<file path="config.mk">
export PLATFORM = sky130hd
export DESIGN_NAME = unidad_riesgos_carga
export DESIGN_NICKNAME = d
export VERILOG_FILES = /design/src/rtl/unidad_riesgos_carga.sv
export SDC_FILE = /design/constraint.sdc
export NUM_CORES = 1
export LEC_CHECK = 0
export ABC_AREA = 1
export CAP_MARGIN = 15
export CELL_PAD_IN_SITES_DETAIL_PLACEMENT = 1
export CELL_PAD_IN_SITES_GLOBAL_PLACEMENT = 1
export CORE_ASPECT_RATIO = 1.75
export CORE_MARGIN = 2
export CORE_UTILIZATION = 42
export DETAILED_ROUTE_END_ITERATION = 8
export PLACE_DENSITY_LB_ADDON = 0.1
export SETUP_SLACK_MARGIN = 0.15
export SLEW_MARGIN = 30
export SYNTH_ARGS = -nofsm -noshare
export SYNTH_HDL_FRONTEND = slang
export SYNTH_SLANG_ARGS = --single-unit
</file>
<file path="constraint.sdc">
create_clock -name clk -period 3.31 [get_ports clk]
set_clock_uncertainty 0.05 [all_clocks]
set_input_delay 0.331 -clock clk [delete_from_list [all_inputs] [get_ports clk]]
set_output_delay 0.331 -clock clk [all_outputs]
set_load 0.02 [all_outputs]
</file>
<file path="src/rtl/unidad_riesgos_carga.sv">
// unidad_riesgos_carga: load-use hazard scoreboard that stalls ID on pending loads and flags MEM-return forwarding.
module unidad_riesgos_carga #(
  parameter int NREG     = 16,
  parameter int REG_W    = 4,
  parameter int MAX_PEND = 4,
  parameter int TIMEOUT  = 64
) (
  input  logic             clk,
  input  logic             rst_n,
  input  logic             id_valid,
  input  logic [REG_W-1:0] id_ra,
  input  logic [REG_W-1:0] id_rb,
  input  logic             id_usa_a,
  input  logic             id_usa_b,
  input  logic             id_es_load,
  input  logic             ex_load,
  input  logic [REG_W-1:0] ex_rd,
  input  logic             mem_done,
  input  logic [REG_W-1:0] mem_rd,
  output logic             stall,
  output logic             adelantar_a,
  output logic             adelantar_b,
  output logic [2:0]       pend_count,
  output logic [15:0]      ciclos_stall,
  output logic             err_espurio,
  output logic             err_timeout
);
  localparam logic [1:0] LIBRE  = 2'd0;
  localparam logic [1:0] ESPERA = 2'd1;
  localparam logic [1:0] ERROR  = 2'd2;

  logic [NREG-1:0] pending;
  logic [1:0]      estado;
  logic [7:0]      cnt;
  logic            issue, retorno, espurio;
  logic            hazardA, hazardB, lleno;
  logic            retA, retB, exA, exB;

  assign issue   = ex_load && ex_rd != '0;
  assign retorno = mem_done && mem_rd != '0 && pending[mem_rd];
  assign espurio = mem_done && (mem_rd == '0 || !pending[mem_rd]);

  assign retA = mem_done && mem_rd == id_ra;
  assign retB = mem_done && mem_rd == id_rb;
  assign exA  = ex_load && ex_rd == id_ra;
  assign exB  = ex_load && ex_rd == id_rb;

  assign hazardA = id_ra != '0 && ((pending[id_ra] && !retA) || exA);
  assign hazardB = id_rb != '0 && ((pending[id_rb] && !retB) || exB);
  assign lleno   = id_es_load && pend_count == 3'(MAX_PEND) && !mem_done;

  assign stall = id_valid && ((id_usa_a && hazardA) || (id_usa_b && hazardB) || lleno);

  // A load re-issuing in EX to the returning register supersedes the returned data.
  assign adelantar_a = id_valid && id_usa_a && id_ra != '0 && retA && pending[id_ra] && !exA;
  assign adelantar_b = id_valid && id_usa_b && id_rb != '0 && retB && pending[id_rb] && !exB;

  assign err_timeout = estado == ERROR;

  always_ff @(posedge clk or negedge rst_n) begin
    if (!rst_n) begin
      pending <= '0;
    end else begin
      if (retorno) pending[mem_rd] <= 1'b0;
      if (issue) pending[ex_rd] <= 1'b1;
    end
  end

  always_ff @(posedge clk or negedge rst_n) begin
    if (!rst_n) begin
      pend_count   <= 3'd0;
      ciclos_stall <= 16'd0;
      err_espurio  <= 1'b0;
    end else begin
      pend_count   <= (issue && !retorno && pend_count != 3'(MAX_PEND)) ? pend_count + 3'd1 :
                      (!issue && retorno && pend_count != 3'd0) ? pend_count - 3'd1 : pend_count;
      ciclos_stall <= (stall && ciclos_stall != 16'hFFFF) ? ciclos_stall + 16'd1 : ciclos_stall;
      err_espurio  <= err_espurio || espurio;
    end
  end

  // cnt holds the number of consecutive stalled cycles seen so far.
  always_ff @(posedge clk or negedge rst_n) begin
    if (!rst_n) begin
      estado <= LIBRE;
      cnt    <= 8'd0;
    end else begin
      case (estado)
        LIBRE: begin
          estado <= stall ? ESPERA : LIBRE;
          cnt    <= stall ? 8'd1 : 8'd0;
        end
        ESPERA: begin
          estado <= !stall ? LIBRE : (cnt == 8'(TIMEOUT - 1)) ? ERROR : ESPERA;
          cnt    <= !stall ? 8'd0 : (cnt == 8'(TIMEOUT - 1)) ? cnt : cnt + 8'd1;
        end
        default: begin
          estado <= ERROR;
          cnt    <= cnt;
        end
      endcase
    end
  end
endmodule

</file>
==> results of run 1 <==
[layer usage]
| layer | track usage | vias to the layer above | wire length [um] |
|---|---|---|---|
| met5 | 0 | - | 0 |
| met4 | 0.195 | 0 | 813 |
| met3 | 0.0361 | 52 | 330 |
| met2 | 0.531 | 94 | 6350 |
| met1 | 0.265 | 1704 | 3970 |
| li1 | - | 1686 | - |
[cells in the mapped netlist (2+ instances only)]
| library cell | n |
|---|---|
| nand2_1 | 177 |
| nand3_1 | 56 |
| inv_1 | 54 |
| dfrtp_1 | 46 |
| nor2_1 | 37 |
| o21ai_0 | 23 |
| xor2_1 | 13 |
| xnor2_1 | 11 |
| nand4_1 | 9 |
| a22oi_1 | 8 |
| nor2_2 | 8 |
| buf_2 | 7 |
| a21oi_1 | 6 |
| nor3_1 | 5 |
| o21ai_1 | 5 |
| buf_4 | 4 |
| buf_6 | 4 |
| o22ai_1 | 4 |
| nand3b_1 | 3 |
| ha_1 | 2 |
| inv_2 | 2 |
| o31ai_1 | 2 |
[critical path: cells and delay by family]
kind            cells  cell delay (ns)
compound gates      1             0.27
buf+inv             4             1.45
simple gates        6             0.53
[area by class of cell]
cell class / count / area, um2 / share of cell area
Inverter: 58 / 220 / 0.0541
Clock buffer: 5 / 125 / 0.0307
Tap cell: 90 / 113 / 0.0276
Multi-Input combinational cell: 380 / 1870 / 0.460
Sequential cell: 46 / 1150 / 0.283
Timing Repair Buffer: 56 / 541 / 0.133
Clock inverter: 3 / 48.8 / 0.0120
[power breakdown]
part	internal (mW)	switching [mW]
Sequential	0.654	0.155
Combinational	0.255	0.361
Clock	0.362	0.250
[state kept, by name (all words and copies together) (netlist names)]
register / flops
ciclos_stall: 16
pending: 16
cnt: 8
pend_count: 3
estado: 2
err_espurio: 1
[cell families after synthesis]
kind of cell / after synthesis / synth area share
AO/OA/AOI/OAI: 50 / 0.0868
flip-flops: 46 / 0.343
adder cells (fa/ha/maj): 3 / 0.0134
AND/OR/NAND/NOR: 303 / 0.395
XOR/XNOR: 24 / 0.0626
buffers and inverters: 74 / 0.0995
[path summary, 6_finish.rpt]
kind,cells past startpoint,start,slack [ns],endpoint
max in group asynchronous,1,rst_n,2.77,cnt[0]
min reg2reg,2,cnt[1],0.46,cnt[1]
min in group clk,2,cnt[1],0.46,cnt[1]
max,11,id_rb[3],0.33,adelantar_b
max reg2reg,11,ciclos_stall[0],0.99,ciclos_stall[0]
min,1,rst_n,-0.005,pending[2]
[what timing repair did]
item | 4_1_cts | 5_1_grt
endpoints found under the setup margin | 0 | 1
hold endpoints to repair | 0 | 0
setup buffers | 0 | 0
gates resized for setup | 0 | 3
[through the flow]
| step | hold slack (ns) | cell area (um2) | setup WS (ns) |
|---|---|---|---|
| after detailed placement | 0.337 | 3890 | 0.189 |
| final | -0.00471 | 4070 | 0.333 |
| after global placement | 0.410 | 3890 | 0.184 |
| after CTS | 0.0195 | 4070 | 0.153 |
| after floorplan | -0.0146 | 3360 | 0.875 |
| after global routing | 0.0361 | 4070 | 0.177 |
==> run metrics, run 1 <==
status complete, but fails checks; failing checks negative hold slack; Yosys warnings 0; Slowest cell on crit path clkdlybuf4s50_1; I/O Buffers 47; WL/cell 18.0 um; Non-Filler Instances about 640; Post-synth EDFFs 0; crit end category output pin; Die H roughly 120 um; fin crit period ~3 ns; Worst-path clk slew about 0.080 ns; ys async rst share 1.00; leading post-synthesis cells by cell area dfrtp_1, nand2_1, nand3_1; Post-synth top flop dfrtp_1; Clock Sinks 46; Synth Register Bits between 40 and 50; DRC errors left 0; TritonRoute pass-1 iters 4; crit path launch type primary input; Iteration-0 DRC Markers 183; Filler cells 1,033; drt total wl 11.5 mm; Synth Area per Inst 6.72 um2; CP peak stage delay 0.64 ns; Leakage about 2.1 nW; worst-path cell chain clkdlybuf4s50_1, nor2_1, nand3_1, nand2_1, inv_1, nand2_1, nand2_1, nand3_2, a2111oi_1, buf_4, clkdlybuf4s50_1; most common cell after layout, fill and taps aside nand2_1; dpl cells 630; worst vdd ir about 0.37 mV; cell taking the most area after synthesis dfrtp_1; total CTS buffers 5; post-synthesis sequential area ratio 0.343; Detail Route Antenna Nets 0; first-pass GRT wire length 18.7 mm; DP HPWL 8.84 mm; Max Buffers Root-to-Sink 2; hold slack -0.00471 ns; Fin. Hold Viols 3; GPL Wtd Cong just under 0.9; Top cell by count, worst path nand2_1; share of cells above drive strength 1 0.0657; Core Rows 43; Via density around 5.5; endpoint arrival time on the critical path around 2.6 ns; syn nets about 530; Achievable Freq roughly 340 MHz; vias post-DR around 3,500; ANT cells 0; core area roughly 7900 um2; Die Width roughly 72 um; critical path class primary input to output pin; Final setup viols 0; Syn Inst Count 500; TritonCTS clock tree built; RSZ-0062 raised after global routing false; initial antenna violation count 0; Cell Area, Synth 3360 um2; global route total overflow 0; cts hold-fix bufs 0; crit path max fanout 7; Synth-to-Final Area Change 21.3%; commonest non-fill, non-tap cells in the layout nand2_1, nand3_1, inv_1; Worst Hold Class primary input to async pin; Worst-Skew Late Latency approximately 0.30 ns; period utilization 0.899; max-slew violations 0; Slew HR 0.572; pin count of the biggest net entering global routing between 40 and 50; CTS root buf clkbuf_16; fin nets roughly 570; gr usage total 0.279; maxcap violations 0; Synth cell types 36; die area 8760 um2; Req. time, crit path about 2.9 ns; H-tree Lvls 2; Synth top area share 0.343; Worst-Margin Slew approximately 0.64 ns; Layout Utilization 0.518; PD cells roughly 500 nW/um2; vias in the first global route about 3,900; Initial Util 0.428; I/O pins 48; total negative slack 0 ns; total power a little over 2 mW
Power figures use the tool's default switching activity.
==> inputs of run 2 (changes only) <==
- SLEW_MARGIN: 30 -> 10
==> run metrics, run 2 (synthesis gave the netlist of run 1 again) <==
crit path max fanout 7; Worst-Skew Late Latency about 0.3 ns; Slowest cell on crit path clkdlybuf4s50_1; gr usage total 0.279; CTS root buf clkbuf_16; share of cells above drive strength 1 0.0673; Max Buffers Root-to-Sink 2; ANT cells 0; Iteration-0 DRC Markers about 170; crit path launch type primary input; global route total overflow 0; Initial Util 0.428; total power roughly 2 mW; Switching Fraction 0.377; Die H 122 um; fin crit period roughly 3 ns; status finished, final reports clean; Top cell by count, worst path nand2_1; commonest non-fill, non-tap cells in the layout nand2_1, nand3_1, inv_1; core area between 7000 and 8000 um2; I/O Buffers 47; vias in the first global route 3,901; die area about 9000 um2; Int Pwr 1.27 mW; PD cells ~500 nW/um2; first-pass GRT wire length between 15 and 20 mm; GPL Wtd Cong 0.894; TritonCTS clock tree built; TritonRoute pass-1 iters 4; Worst-path clk slew ~0.08 ns; Via density approximately 5.5; total CTS buffers 5; Clk pwr share 0.301; critical path class primary input to output pin; crit end category output pin; max-slew violations 0; hold slack between 0.4 and 0.5 ns; Worst Hold Class primary input to async pin; Final setup viols 0; H-tree Lvls 2; sequential share of power 0.396; endpoint arrival time on the critical path 2.60 ns; Clock Sinks 46; P_sw around 770 uW; combinational fraction of design power 0.303; vias post-DR roughly 3,500; DRC errors left 0; Final Instance Area ~4100 um2; maxcap violations 0; period utilization 0.899; Req. time, crit path around 2.9 ns; worst-path cell chain clkdlybuf4s50_1, nor2_1, nand3_1, nand2_1, inv_1, nand2_1, nand2_1, nand3_2, a2111oi_1, buf_4, clkdlybuf4s50_1; Detail Route Antenna Nets 0; Achievable Freq 336 MHz; drt total wl approximately 12 mm; RSZ-0062 raised after global routing false; CP peak stage delay between 0.6 and 0.7 ns; biggest regs ciclos_stall (16), pending (16), cnt (8); dpl cell area slightly below 4000 um2; worst vdd ir about 0.37 mV; most common cell after layout, fill and taps aside nand2_1; Leakage ~2.1 nW; pin count of the biggest net entering global routing 47; initial antenna violation count 0; Worst-Margin Slew about 0.45 ns; I/O pins 48; Fin. Hold Viols 0; Synth-to-Final Area Change 22.1%; WL/cell approximately 18 um; Die Width 71.6 um; Core Rows 43; fin nets 576; DP HPWL ~8.8 mm; total negative slack 0 ns; Slew HR 0.701
## run 2: metal layers
metal	routed length, um	GRT usage
met2	6320	0.531
met1	4060	0.265
met5	0	0
met3	341	0.0361
met4	781	0.195
## run 2: worst max-delay path, delay by kind of cell
kind            cells  cell delay [ns]
simple gates        6             0.53
compound gates      1             0.27
buf+inv             4             1.45
## run 2: per-stage QoR
stage           util  worst slack, ns  instances
3_5_place_dp   0.495            0.189        630
6_report       0.522            0.333        640
3_3_place_gp   0.495            0.184        630
2_1_floorplan      -            0.875        500
5_1_grt        0.522            0.177        640
4_1_cts        0.517            0.153        638
## run 2: power by group through the flow
stage               sequential (mW)  combinational [mW]  clock [mW]
floorplan                     0.803               0.348           0
global placement              0.817               0.592           0
detailed placement            0.816               0.620           0
CTS                           0.807               0.623       0.630
global route                  0.818               0.700       0.637
finish                        0.809               0.620       0.616
## run 2: final cells by class
cell class	instances	area (um2)
repair buffers	58	568
fillers	1032	3750
well taps	90	113
clock buffers	5	125
multi-input cells	380	1870
flip-flops and latches	46	1150
clock inverters	3	48.8
inverters	58	220
## run 2: timing repair
action | 4_1_cts | 5_1_grt
hold buffers | 0 | 1
setup endpoints to repair | 0 | 1
resized for setup | 0 | 3
setup buffers | 0 | 0
endpoints found under the hold margin | 0 | 15
## run 2: worst paths after layout
check                                   to  cells past startpoint  slack, ns            start
min reg2reg                         cnt[1]                      2       0.46           cnt[1]
max                            adelantar_b                     11       0.33         id_rb[3]
min                             pending[2]                      2       0.44            rst_n
min in group clk                    cnt[1]                      2       0.46           cnt[1]
max in group asynchronous        estado[1]                      3       2.25            rst_n
max reg2reg                ciclos_stall[0]                     11       0.99  ciclos_stall[0]
